<file path="config.mk">
export PLATFORM = sky130hd
export DESIGN_NAME = mul16s_acc_pipe
export DESIGN_NICKNAME = d
export VERILOG_FILES = /design/src/rtl/mul16s_acc_pipe.sv
export SDC_FILE = /design/constraint.sdc
export NUM_CORES = 1
export LEC_CHECK = 0
export CAP_MARGIN = 40
export CELL_PAD_IN_SITES_DETAIL_PLACEMENT = 0
export CELL_PAD_IN_SITES_GLOBAL_PLACEMENT = 2
export CORE_AREA = 2 2 135 202
export CTS_BUF_LIST = sky130_fd_sc_hd__clkbuf_4 sky130_fd_sc_hd__clkbuf_8
export DETAILED_ROUTE_END_ITERATION = 10
export DIE_AREA = 0 0 137 204
export PLACE_DENSITY = 0.87
export SLEW_MARGIN = 20
export SYNTH_ARGS = -nofsm -noshare
export SYNTH_HDL_FRONTEND = slang
export SYNTH_SLANG_ARGS = --single-unit
export TNS_END_PERCENT = 30
</file>
<file path="constraint.sdc">
create_clock -name clock -period 4 [get_ports clock]
set_clock_uncertainty 0.15 [all_clocks]
set_input_delay 0.6 -clock clock [delete_from_list [all_inputs] [get_ports clock]]
set_output_delay 0.6 -clock clock [all_outputs]
set_load 0.01 [all_outputs]
</file>
<file path="src/rtl/mul16s_acc_pipe.sv">
`default_nettype none
// ============================================================================
// Module      : mul16s_acc_pipe
// Description : Group accumulator for the signed approximate-multiplier
//               product stream. Sums each in_last-terminated group of beats
//               into a saturating ACC_W-bit accumulator, optionally removing
//               the constant multiplier offset, and presents one result per
//               group through a single-entry valid/ready output register.
// Revision    : 1.0 - initial release
// ============================================================================
module mul16s_acc_pipe #(
  parameter int PROD_W = 32,
  parameter int ACC_W  = 40,
  parameter int CNT_W  = 16,
  parameter int BIAS   = 4
) (
  input  logic              clock,
  input  logic              reset,
  input  logic              in_valid,
  output logic              in_ready,
  input  logic [PROD_W-1:0] in_prod,
  input  logic              in_last,
  input  logic              cfg_bias_en,
  output logic              out_valid,
  input  logic              out_ready,
  output logic [ACC_W-1:0]  out_acc,
  output logic              out_sat,
  output logic [CNT_W-1:0]  out_count
);

  // IDLE: no partial group open; ACCUM: at least one beat of a group taken.
  typedef enum logic [0:0] {
    ST_IDLE  = 1'b0,
    ST_ACCUM = 1'b1
  } state_t;

  localparam logic [ACC_W:0]   c_bias     = (ACC_W+1)'(BIAS);
  localparam logic [ACC_W:0]   c_no_bias  = '0;
  localparam logic [ACC_W-1:0] c_acc_max  = {1'b0, {(ACC_W-1){1'b1}}};
  localparam logic [ACC_W-1:0] c_acc_min  = {1'b1, {(ACC_W-1){1'b0}}};
  localparam logic [CNT_W-1:0] c_cnt_max  = {CNT_W{1'b1}};
  localparam logic [CNT_W-1:0] c_cnt_one  = {{(CNT_W-1){1'b0}}, 1'b1};

  // Registered state
  state_t             state_q,     state_d;
  logic [ACC_W-1:0]   acc_q,       acc_d;
  logic [CNT_W-1:0]   count_q,     count_d;
  logic               sat_q,       sat_d;
  logic               bias_q,      bias_d;
  logic               out_valid_q, out_valid_d;
  logic [ACC_W-1:0]   out_acc_q,   out_acc_d;
  logic               out_sat_q,   out_sat_d;
  logic [CNT_W-1:0]   out_count_q, out_count_d;

  // Datapath wires
  logic               w_accept;
  logic               w_consume;
  logic               w_first;
  logic               w_bias_use;
  logic [ACC_W:0]     w_term;
  logic [ACC_W:0]     w_sum;
  logic               w_ovf;
  logic [ACC_W-1:0]   w_clamped;
  logic [CNT_W-1:0]   w_count_inc;

  // The only stall is a full output register that is not being drained.
  assign in_ready  = !out_valid_q || out_ready;
  assign w_accept  = in_valid && in_ready;
  assign w_consume = out_valid_q && out_ready;

  assign out_valid = out_valid_q;
  assign out_acc   = out_acc_q;
  assign out_sat   = out_sat_q;
  assign out_count = out_count_q;

  // One-beat arithmetic in ACC_W+1 bits so overflow shows as a sign mismatch
  // between the top two bits; the bias choice is frozen on the first beat.
  always_comb begin
    w_first     = (state_q == ST_IDLE);
    w_bias_use  = w_first ? cfg_bias_en : bias_q;
    w_term      = {{(ACC_W+1-PROD_W){in_prod[PROD_W-1]}}, in_prod}
                  - (w_bias_use ? c_bias : c_no_bias);
    w_sum       = {acc_q[ACC_W-1], acc_q} + w_term;
    w_ovf       = w_sum[ACC_W] ^ w_sum[ACC_W-1];
    if (!w_ovf) begin
      w_clamped = w_sum[ACC_W-1:0];
    end else if (w_sum[ACC_W]) begin
      w_clamped = c_acc_min;
    end else begin
      w_clamped = c_acc_max;
    end
    w_count_inc = (count_q == c_cnt_max) ? count_q : (count_q + c_cnt_one);
  end

  // Next-state: a consumed result frees the output register, and a last beat
  // accepted in the same cycle refills it so results can stream every cycle.
  always_comb begin
    state_d     = state_q;
    acc_d       = acc_q;
    count_d     = count_q;
    sat_d       = sat_q;
    bias_d      = bias_q;
    out_valid_d = out_valid_q;
    out_acc_d   = out_acc_q;
    out_sat_d   = out_sat_q;
    out_count_d = out_count_q;

    if (w_consume) begin
      out_valid_d = 1'b0;
    end

    if (w_accept) begin
      if (w_first) begin
        bias_d = cfg_bias_en;
      end
      if (in_last) begin
        out_valid_d = 1'b1;
        out_acc_d   = w_clamped;
        out_sat_d   = sat_q | w_ovf;
        out_count_d = w_count_inc;
        acc_d       = '0;
        count_d     = '0;
        sat_d       = 1'b0;
        state_d     = ST_IDLE;
      end else begin
        acc_d       = w_clamped;
        count_d     = w_count_inc;
        sat_d       = sat_q | w_ovf;
        state_d     = ST_ACCUM;
      end
    end
  end

  // State and output registers with synchronous reset that drops any partial group.
  always_ff @(posedge clock) begin
    if (reset) begin
      state_q     <= ST_IDLE;
      acc_q       <= '0;
      count_q     <= '0;
      sat_q       <= 1'b0;
      bias_q      <= 1'b0;
      out_valid_q <= 1'b0;
      out_acc_q   <= '0;
      out_sat_q   <= 1'b0;
      out_count_q <= '0;
    end else begin
      state_q     <= state_d;
      acc_q       <= acc_d;
      count_q     <= count_d;
      sat_q       <= sat_d;
      bias_q      <= bias_d;
      out_valid_q <= out_valid_d;
      out_acc_q   <= out_acc_d;
      out_sat_q   <= out_sat_d;
      out_count_q <= out_count_d;
    end
  end

endmodule
`default_nettype wire

</file>
Word level (Yosys, flattened, before mapping)

Cells that the tools add are included.

Bits in registers: 117
Latch bits: 0
Memory bits (writable): 0
ROM bits: 0
Input bits: 38
Output and inout bits: 59
Memories: 0

Add/subtract/negate cells: 3
Multipliers: 0
Div/mod/pow operators: 0
Order comparisons: 0
Eq/ne operators: 1
Shift-type cells: 0
Muxes and demuxes: 12
Bitwise operators: 2
Reduce and logical (&&, ||, !) cells: 5

Operators with widths:

| operator              | count |
|---|---|
| $mux 40               | 3 |
| $add 40x33->41        | 1 |
| $sub 32x4->33         | 1 |
| $mux 16               | 2 |
| $add 16x1->16 const B | 1 |
| $eq 16x16->1 const B  | 1 |
| $mux 1                | 6 |
| $mux 3                | 1 |
| $logic_and 1x1->1     | 2 |
| $reduce_and 2->1      | 1 |
| $logic_not 1->1       | 1 |
| $logic_or 1x1->1      | 1 |
| $or 1x1->1            | 1 |
| $xor 1x1->1           | 1 |

Depth between registers and ports, before layout

Depth in word-level cells: 7
Mapped depth: 16
Mapped depth without buffers: 13

Least setup slack after synthesis

No wires, ideal clock.

Path kind: input port to flip-flop
Start: input port cfg_bias_en
End: register out_acc_q[35], in the netlist out_acc[35]
Arrival: 3675 ps
Slack: 59 ps
Cell stages on the path: 14
Buffers on the path: 1
Path through: mux2_2 fa_1 inv_1 ha_1 nor2b_1 o211ai_1 a31oi_1 a211oi_4 nor2_1 o31ai_4 nor3_4 buf_6 a31o_1 a22o_1

Word-level cells in the longest chain between the ends: 6
Elaborated cells on any way between the ends: 7
Those cells by class: add/sub: 2; mux: 4; bitwise: 1

Ends and longest elaborated chain:

| what                                   | RTL line | source |
|---|---|---|
| start: declaration                     | 23       | `input logic cfg_bias_en,` |
| $mux 1 *                               | n/a      |  |
| $mux 3 *                               | 82       | `- (w_bias_use ? c_bias : c_no_bias);` |
| $sub 32x4->33 *                        | 82       |  |
| $add 40x33->41 *                       | 83       | `w_sum = {acc_q[ACC_W-1], acc_q} + w_term;` |
| $mux 40 or $xor 1x1->1 (tied branches) | 87, 84   |  |
| $mux 40 *                              | 85       | `if (!w_ovf) begin` |
| end signal: assignment                 | 153      | `out_acc_q <= out_acc_d;` |
| end: declaration                       | 51       | `logic [ACC_W-1:0] out_acc_q, out_acc_d;` |

Every way passes the cells marked *; elsewhere a longest branch is shown, timed or not.
A chain may end at the register's enable or synchronous reset.

Worst setup path in the final report

Start: input port in_prod[2]
End: register out_acc_q[35], in the netlist out_acc[35]

Word-level cells in the longest chain between the ends: 4
Elaborated cells on any way between the ends: 5
Those cells by class: add/sub: 2; mux: 2; bitwise: 1

Ends and longest elaborated chain:

| what                                   | RTL line | source |
|---|---|---|
| start: declaration                     | 21       | `input logic [PROD_W-1:0] in_prod,` |
| $sub 32x4->33 *                        | 82       |  |
| $add 40x33->41 *                       | 83       |  |
| $mux 40 or $xor 1x1->1 (tied branches) | 87, 84   |  |
| $mux 40 *                              | 85       |  |

Marked as above.

==> impl_metrics.toml <==
[outcome]
outcome = "completed"

[detailed_routing]
vias = 7717
vias_per_cell = 4.75
drt_wl_total_um = 23900
drc = 0
firstDrtPassIters = 4
drt_iter0_drc = 289
wire_per_inst_um = 14.7
ant_nets = 0

[worst_setup_path]
cpPeakStageDelay_ns = 0.54
startpoint = "in_prod[2]"
crit_required_ns = 4.20
crit_fanout = 4
path_buf_inv = 6
critPathLaunchType = "input pin"
r2r_slack_ns = 0.19
worstReg2RegStart = "state_q"
worstPathCellList = "clkdlybuf4s50_1 -> inv_1 -> fa_1 -> inv_2 -> ha_4 -> nor2b_4 -> o211ai_1 -> a31oi_2 -> buf_4 -> a211oi_4 -> nor2_2 -> o31ai_4 -> nor3_4 -> buf_6 -> buf_16 -> a31o_4 -> a22o_1"
worstSetupPathType = "input pin to register"
cp_data_arrival_time_ns = 4.02
cp_top_family = "compound AO/OA/AOI/OAI gates"
worstSetupEndpointType = "register"
cp_slowest_cell = "fa_1"

[synth]
synth_seq_cells = 117
synth.cell_area_um2 = 7750
syn_nets = 1151
synth_cell_types = 70
synth_top_family_by_area = "compound AO/OA/AOI/OAI gates"
ys.flop_type = "dfxtp_1"
ys_seq_area_frac = 0.302
synth_edf_count = 0
async_reset_ff_frac = 0
postSynthAreaPerCell_um2 = 7.50
synth_mux_area_frac = 0.00275
post_synth_fa_ha_maj_area_fraction = 0.134
synth-compound-area-share = 0.235
synth-xor-area-share = 0.0497
synthesis.instances = 1033
yosys.area_share.simple = 0.173
synth_warnings = 0

[global_route]
grt_pass1_vias = 7956
grt_usage = 0.178
antenna_found_initial = 0
overflow = 0
grt_pass1_wl_um = 38900
grt_max_degree = 62

[timing]
fin_crit_sh = 0.954
fin_hold_ws_ns = 0.297
final-hold-violation-count = 0
finalSetupViolations = 0
maxSlewHeadroom = 0.507
final_max_slew_viol_count = 0
layout_min_cycle_time_ns = 3.81
rsz0062_at_grt = "false"
tightestPinTransition_ns = 0.733
fmax_ghz = 0.262

[final_layout]
nets = 1394
fin_area_um2 = 10900
register_area_um2 = 2340
drive_above_1_share = 0.189
synthToLayoutAreaGrowth_pct = 40.7
num-fill-cells = 2782
multi_input_area_um2 = 4760
diodes = 0

[placement]
numPortBuffers = 96
place_area_um2 = 10200
place_congestion = 0.900
dp_hpwl_um = 18400

[min_path]
hp-start = "out_count[12]"
worstHoldPathType = "register to register"

[cts]
cts_made_buffers = 17
cts_tree = "done"
cts-root-buf = "clkbuf_8"
cts_sinks = 117
h-tree-depth = 4
clk_pin_slew_ns = 0.08
clockBufferDepth = 2
cts_hold_buffers = 0
clk_latency_ns = 0.46

[power_and_ir_drop]
p_leak_nw = 4.95
ir_worst_vdd_v = 0.000333
cellPowerDensity_nw_per_um2 = 932
total_power_mw = 10.2

[run]
maxCapViolCount = 0

[floorplan]
dieArea_um2 = 27900
num_io_pins = 97
rows = 73
die_y_um = 204
fp.coreArea_um2 = 26300
start_util = 0.295
die_x_um = 137
-- state kept, by name, indices dropped and copies added (netlist names) --
| name | flops |
|---|---|
| out_acc | 40 |
| out_count | 16 |
| sat_q | 1 |
| count_q | 16 |
| out_sat | 1 |
| acc_q | 40 |
| state_q | 1 |
| out_valid | 1 |
| bias_q | 1 |
-- metal layers --
layer / global-route usage / share of wire / vias up
met5: 0 / 0 / -
met4: 0.0641 / 0.026 / 0
met3: 0.0419 / 0.044 / 40
met2: 0.334 / 0.53 / 136
met1: 0.189 / 0.40 / 3560
li1: - / - / 3981
-- logic make-up after synthesis --
kind of cell	count (synthesis)
compound gates	289
flops	117
fa+ha+maj	83
buf+inv	208
simple gates	290
mux	2
xor+xnor	44
-- report_power, final --
group | leakage, nW | total, mW | switching, mW | internal, mW
Sequential | 0.953 | 1.72 | 0.199 | 1.52
Combinational | 3.79 | 7.26 | 3.65 | 3.61
Clock | 0.204 | 1.18 | 0.592 | 0.588
-- final cells by class --
class	count	share of cell area
clock buffer	18	0.0227
tap	337	0.0387
inverter	166	0.0571
timing repair buffer	266	0.215
clock inverter	14	0.0151
multi-input combinational	708	0.436
sequential	117	0.215
-- worst paths after layout --
check                                endpoint  depth (start not counted)
worst min register to register  out_count[12]                          2
worst min-delay path            out_count[12]                          2
worst max-delay path              out_acc[35]                         17
worst max register to register    out_acc[35]                         16
-- placed cells by master, fill, tap and decap left out, types with 7 or more instances in the layout --
cell type        synthesis  final
a21oi_1                 65     63
nand3_1                 23     23
and3_1                  12     12
a21o_1                  16     16
nor3_1                   7      7
dfxtp_1                117    117
clkdlybuf4s50_1          0     95
buf_4                    0    158
inv_1                  166    165
o21ai_1                 18     36
o21ai_0                 97     77
a22o_1                  23     23
nand2_1                126    126
nand4_1                  9      9
xor2_1                  18     17
ha_1                    79     78
xnor2_1                 26     26
o21bai_1                 7      7
and4_1                   7      7
a22oi_1                 11     11
nor2_1                  73     70
clkbuf_8                 0     18
-- synthesized netlist by cell type (9+ instances only) --
master,count,area share
nand4_1,9,0.0073
a22o_1,23,0.026
and3_1,12,0.0097
o21ai_1,18,0.012
ha_1,79,0.13
clkbuf_1,27,0.013
dfxtp_1,117,0.30
a21o_1,16,0.016
a21oi_1,65,0.042
nand2_1,126,0.061
inv_1,166,0.080
buf_2,13,0.0084
nand3_1,23,0.015
a22oi_1,11,0.011
xnor2_1,26,0.029
xor2_1,18,0.020
nor2_1,73,0.035
o21ai_0,97,0.063
-- worst register-to-register path, stage by stage, from the launching register on --
cell      delay [ns]
dfxtp_1         0.36
mux2_4          0.33
fa_1            0.52
inv_2           0.05
ha_4            0.21
nor2b_4         0.12
o211ai_1        0.24
a31oi_2         0.16
buf_4           0.18
a211oi_4        0.28
nor2_2          0.09
o31ai_4         0.26
nor3_4          0.10
buf_6           0.13
buf_16          0.13
a31o_4          0.21
a22o_1          0.19
-- through the flow --
stage                      TNS, ns  setup slack (ns)  std cells  utilization
final                            0             0.185       1626        0.415
after global routing             0           0.00108       1626        0.415
after CTS                 -0.00863          -0.00863       1625        0.411
after detailed placement    -41.80            -0.616       1585        0.389
after global placement      -36.12            -0.530       1585        0.389
after floorplan                  0            0.0585       1033            -
-- what timing repair did --
item	4_1_cts	5_1_grt
buffers inserted	7	1
gates cloned	1	0
resized for setup	23	36
setup endpoints to repair	62	80
pin swaps	9	12
Note: power is estimated with default switching activity, not from simulation.
==> RTL change 1: new RTL, same settings <==
Set the localparam `c_no_bias` to 1 (it was '0).
--- a/src/rtl/mul16s_acc_pipe.sv
+++ b/src/rtl/mul16s_acc_pipe.sv
@@ -35,7 +35,7 @@
   } state_t;
 
   localparam logic [ACC_W:0]   c_bias     = (ACC_W+1)'(BIAS);
-  localparam logic [ACC_W:0]   c_no_bias  = '0;
+  localparam logic [ACC_W:0]   c_no_bias  = 1;
   localparam logic [ACC_W-1:0] c_acc_max  = {1'b0, {(ACC_W-1){1'b1}}};
   localparam logic [ACC_W-1:0] c_acc_min  = {1'b1, {(ACC_W-1){1'b0}}};
   localparam logic [CNT_W-1:0] c_cnt_max  = {CNT_W{1'b1}};
Check against the original RTL: not equivalent (a bounded check fails within 4 cycles, from zero or initial values and one cycle with reset high).
==> RTL change 1 against the unedited design <==
- synthesized cell count increased by 0.87%
- critical path depth fell by 3
- area after synthesis grew 2.3%
- worst setup slack got worse by 0.098 ns
- routed wire length increased by 12%
- final area is 3.6% higher
- sequential cell count did not move
- critical endpoint is now out_acc[33]
- highest routed layer unchanged
Power is not compared: it rests on default switching activity, and its combinational part moved more than twofold at a synthesized area within 25%.
==> RTL change 1: results (changes against the unedited design) <==
Setup path
  • CP startpoint: in_prod[16] (was in_prod[2])
  • Slowest CP cell: a221o_2 (was fa_1)
  • Crit path largest cell delay: roughly 0.53 ns
  • Crit-path max FO: 8 (was 4)
  • Crit path DAT: 4.14 ns (was 4.02 ns)

Synth
  • Ranking of synthesized cells by area: dfxtp_1 (30%), ha_1 (13%), inv_1 (7.6%) (was dfxtp_1 (30%), ha_1 (13%), inv_1 (8.0%))
  • Syn Nets: 1,162 (was 1,151)
  • Most frequent cells after synthesis: inv_1 (160), dfxtp_1 (117), nand2_1 (111) (was inv_1 (166), nand2_1 (126), dfxtp_1 (117))
  • Yosys cell types: 68 (was 70)

Power and ir drop
  • IR drop worst, VDD: approximately 240 µV

GRT
  • Number of global-route vias before repair: 8,053 (was 7,956)
  • Pin count of the biggest net entering global routing: 25 (was 62)
  • Global-route wire length before repair: 41,500 µm (was 38,900 µm)
  • All-Layer GR Usage: 19.3% (was 17.8%)

Detailed routing
  • Drt first pass iters: 5 (was 4)
  • First DRT Iteration DRCs: 320 (was 289)
  • Final wirelength: 26,700 µm (was 23,900 µm)
  • Vias/cell: 4.92 (was 4.75)

Finish
  • Layout Nets: 1,427 (was 1,394)
  • Fillers: 2,742 (was 2,782)
  • Fin cells: 1,658 (was 1,626)
  • Proportion of layout cells with a drive suffix above 1: 21.2% (was 18.9%)

Hold path
  • Hold wc startpoint: out_count[13] (was out_count[12])

Place
  • Gpl congestion: 0.910 (was 0.900)
  • Hpwl dp: 21,200 µm (was 18,400 µm)
  • Placed insts: 1,610 (was 1,585)

Clock network
  • Worst skew pair latency: 0.46 ns (about the same)

Status
  • Outcome: complete, no violations (unchanged)

STA
  • Worst slew margin: 63.3% (was 50.7%)
## RTL change 1: cell type report
type	count	area share [%]
antenna	1	0.0222
clock inverter	14	1.14
timing repair buffer	295	22.7
inverter	160	5.32
tap	337	3.73
multi-input combinational	716	44.1
clock buffer	18	2.19
sequential	117	20.7
## RTL change 1: layer usage
metal / global-route usage [%] / wire length [µm] / part of all wire, % / vias to the layer above
li1: - / - / - / 4124
met2: 37.4 / 14600 / 55 / 164
met4: 7.07 / 654 / 2.4 / 0
met5: 0 / 0 / 0 / -
met1: 20.7 / 10600 / 40 / 3847
met3: 2.80 / 830 / 3.1 / 30
## RTL change 1: final timing paths
check,slack [ns],to,cells past startpoint
max,0.09,out_acc[33],14
min,0.29,out_count[13],2
max reg2reg,0.10,acc_q[38],16
min reg2reg,0.29,out_count[13],2
## RTL change 1: worst max-delay path: cells and delay by family
kind            cells  cell delay (ns)
compound gates      7             1.99
buf+inv             4             0.71
fa+ha+maj           2             0.56
simple gates        1             0.28
## RTL change 1: logic make-up (layout without fill, tap and decap cells)
| kind of cell | after synthesis | count (layout) | share of synthesized area [%] |
|---|---|---|---|
| compound gates | 320 | 320 | 26.0 |
| xor+xnor | 38 | 38 | 4.20 |
| fa+ha+maj | 85 | 85 | 13.5 |
| buf+inv | 209 | 487 | 10.4 |
| flops | 117 | 117 | 29.6 |
| mux | 5 | 5 | 0.647 |
| other cells | 0 | 1 | 0 |
| simple gates | 268 | 268 | 15.7 |
## RTL change 1: timing repair
item / in CTS / in global routing
buffers inserted: 6 / 8
gates cloned: 0 / 2
setup endpoints to repair: 80 / 80
gates resized for setup: 10 / 66
pin swaps: 5 / 21
## RTL change 1: metrics by stage
step           area [µm²]  setup TNS, ns
2_1_floorplan        7970              0
3_3_place_gp        10600         -47.39
3_5_place_dp        10600         -53.44
4_1_cts             11000              0
5_1_grt             11300          -2.21
6_report            11300              0
## RTL change 1: power by group
group	total, W	switching (W)	internal [W]	leakage (nW)
sequential	0.00141	0.0000979	0.00131	0.952
combinational	0.00355	0.00179	0.00176	3.95
clock	0.00108	0.000565	0.000512	0.179
==> RTL change 2: new RTL, config.mk and constraints unchanged <==
Made on the original files. Reset style: asynchronous (`reset`), changed in one clocked block. Comments in the files are not updated.
--- a/src/rtl/mul16s_acc_pipe.sv
+++ b/src/rtl/mul16s_acc_pipe.sv
@@ -132,7 +132,7 @@
   end
 
   // State and output registers with synchronous reset that drops any partial group.
-  always_ff @(posedge clock) begin
+  always_ff @(posedge clock or posedge reset) begin
     if (reset) begin
       state_q     <= ST_IDLE;
       acc_q       <= '0;
Check against the original RTL: differs if reset is asserted again (counterexample within 4 cycles, from zero or initial values and one cycle with reset high); with reset held inactive, the same outputs for 4 cycles.
==> RTL change 2 against the unedited design <==
- final area grew 4.7%
- global-route usage rose by 0.97 points
- largest power group unchanged
- sequential cell count unchanged
- area after synthesis grew 6.7%
- worst setup slack worse by 0.16 ns
- total power rose by 12%
- routed wire length rose by 4.2%
- utilization increased by 2.0 points
==> RTL change 2: results (changes against the unedited design) <==
Detailed routing
  • Vias/cell: 4.88 (was 4.75)
  • First DRT Iteration DRCs: 240 (was 289)
  • Final wirelength: 24,900 µm (was 23,900 µm)
  • Drt first pass iters: 5 (was 4)
  • Mean routed wirelength per cell: 15.6 µm (was 14.7 µm)

Power and ir drop
  • LEAKAGE: 5.51 nW (was 4.95 nW)
  • IR drop worst, VDD: 444 µV (was 333 µV)

GRT
  • Pin count of the biggest net entering global routing: 50 (was 62)
  • Number of global-route vias before repair: 8,025 (was 7,956)
  • All-Layer GR Usage: 18.7% (was 17.8%)
  • Global-route wire length before repair: 40,400 µm (was 38,900 µm)
  • Initial antenna violation count: 0 (unchanged)

Synth
  • Yosys cell types: 63 (was 70)
  • Ranking of synthesized cells by area: dfrtp_1 (35%), ha_1 (12%), inv_1 (7.3%) (was dfxtp_1 (30%), ha_1 (13%), inv_1 (8.0%))
  • Fraction of registers with async set/reset: 100% (was 0%)
  • Post-synthesis sequential area ratio: 35.4% (was 30.2%)
  • Avg Synthesized Cell Area: 8.28 µm² (was 7.50 µm²)

Place
  • Area post-placement: 0.0107 mm² (was 0.0102 mm²)
  • Placement Setup Slack: -0.757 ns (was -0.616 ns)
  • Gpl congestion: 0.909 (was 0.900)
  • Placed insts: 1,550 (was 1,585)

Clock network
  • Worst skew pair latency: 0.49 ns (was 0.46 ns)

Finish
  • Fillers: 2,703 (was 2,782)
  • Core Util, Final: 43.4% (was 41.5%)
  • Layout Nets: 1,360 (was 1,394)
  • Proportion of layout cells with a drive suffix above 1: 20.6% (was 18.9%)

Setup path
  • Crit path DAT: 4.19 ns (was 4.02 ns)
  • Crit-path max FO: 8 (was 4)
  • Crit path largest cell delay: 0.50 ns (was 0.54 ns)

STA
  • Worst-Margin Slew: 0.771 ns (was 0.733 ns)

Status
  • Outcome: complete, no violations (unchanged)
-- RTL change 2: per-layer routing --
layer | share of wire, % | track usage [%]
met4 | 3.2 | 7.88
met5 | 0 | 0
met1 | 39 | 20.8
met3 | 4.2 | 3.52
met2 | 53 | 34.4
-- RTL change 2: cells by family after synthesis --
logic type               count (synthesis)  share of synthesized area, %
adder cells (fa/ha/maj)                 80                          12.2
AO/OA/AOI/OAI                          270                          21.9
XOR/XNOR                                45                          4.77
buffers and inverters                  206                          9.64
multiplexers                             4                         0.514
AND/OR/NAND/NOR                        277                          15.6
flip-flops                             117                          35.4
-- RTL change 2: area by class of cell --
cell class	count	area share, %
multi-input cells	676	41.6
well taps	337	3.69
repair buffers	269	20.1
clock buffers	18	2.17
diodes	1	0.0219
flip-flops and latches	117	25.6
inverters	161	5.32
clock inverters	14	1.45
-- RTL change 2: what timing repair did --
item | 4_1_cts | 5_1_grt
gates resized for setup | 12 | 25
pin swaps | 6 | 2
setup endpoints to repair | 74 | 78
buffers inserted | 6 | 4
-- RTL change 2: power by group --
part           total, W  internal, W  switching (W)
clock           0.00118     0.000587       0.000591
combinational   0.00833      0.00405        0.00428
sequential      0.00184      0.00161       0.000227
-- RTL change 2: final timing paths --
| check | end | startpoint | slack, ns | cells after the start |
|---|---|---|---|---|
| worst min register to register | out_count[14] | out_count[14] | 0.33 | 2 |
| max in group asynchronous | out_acc[27] | reset | 2.48 | 3 |
| worst max register to register | acc_q[8] | state_q | 0.03 | 16 |
| min in group asynchronous | count_q[0] | reset | 0.41 | 2 |
| worst min-delay path | out_count[14] | out_count[14] | 0.33 | 2 |
| worst max-delay path | acc_q[8] | state_q | 0.03 | 16 |
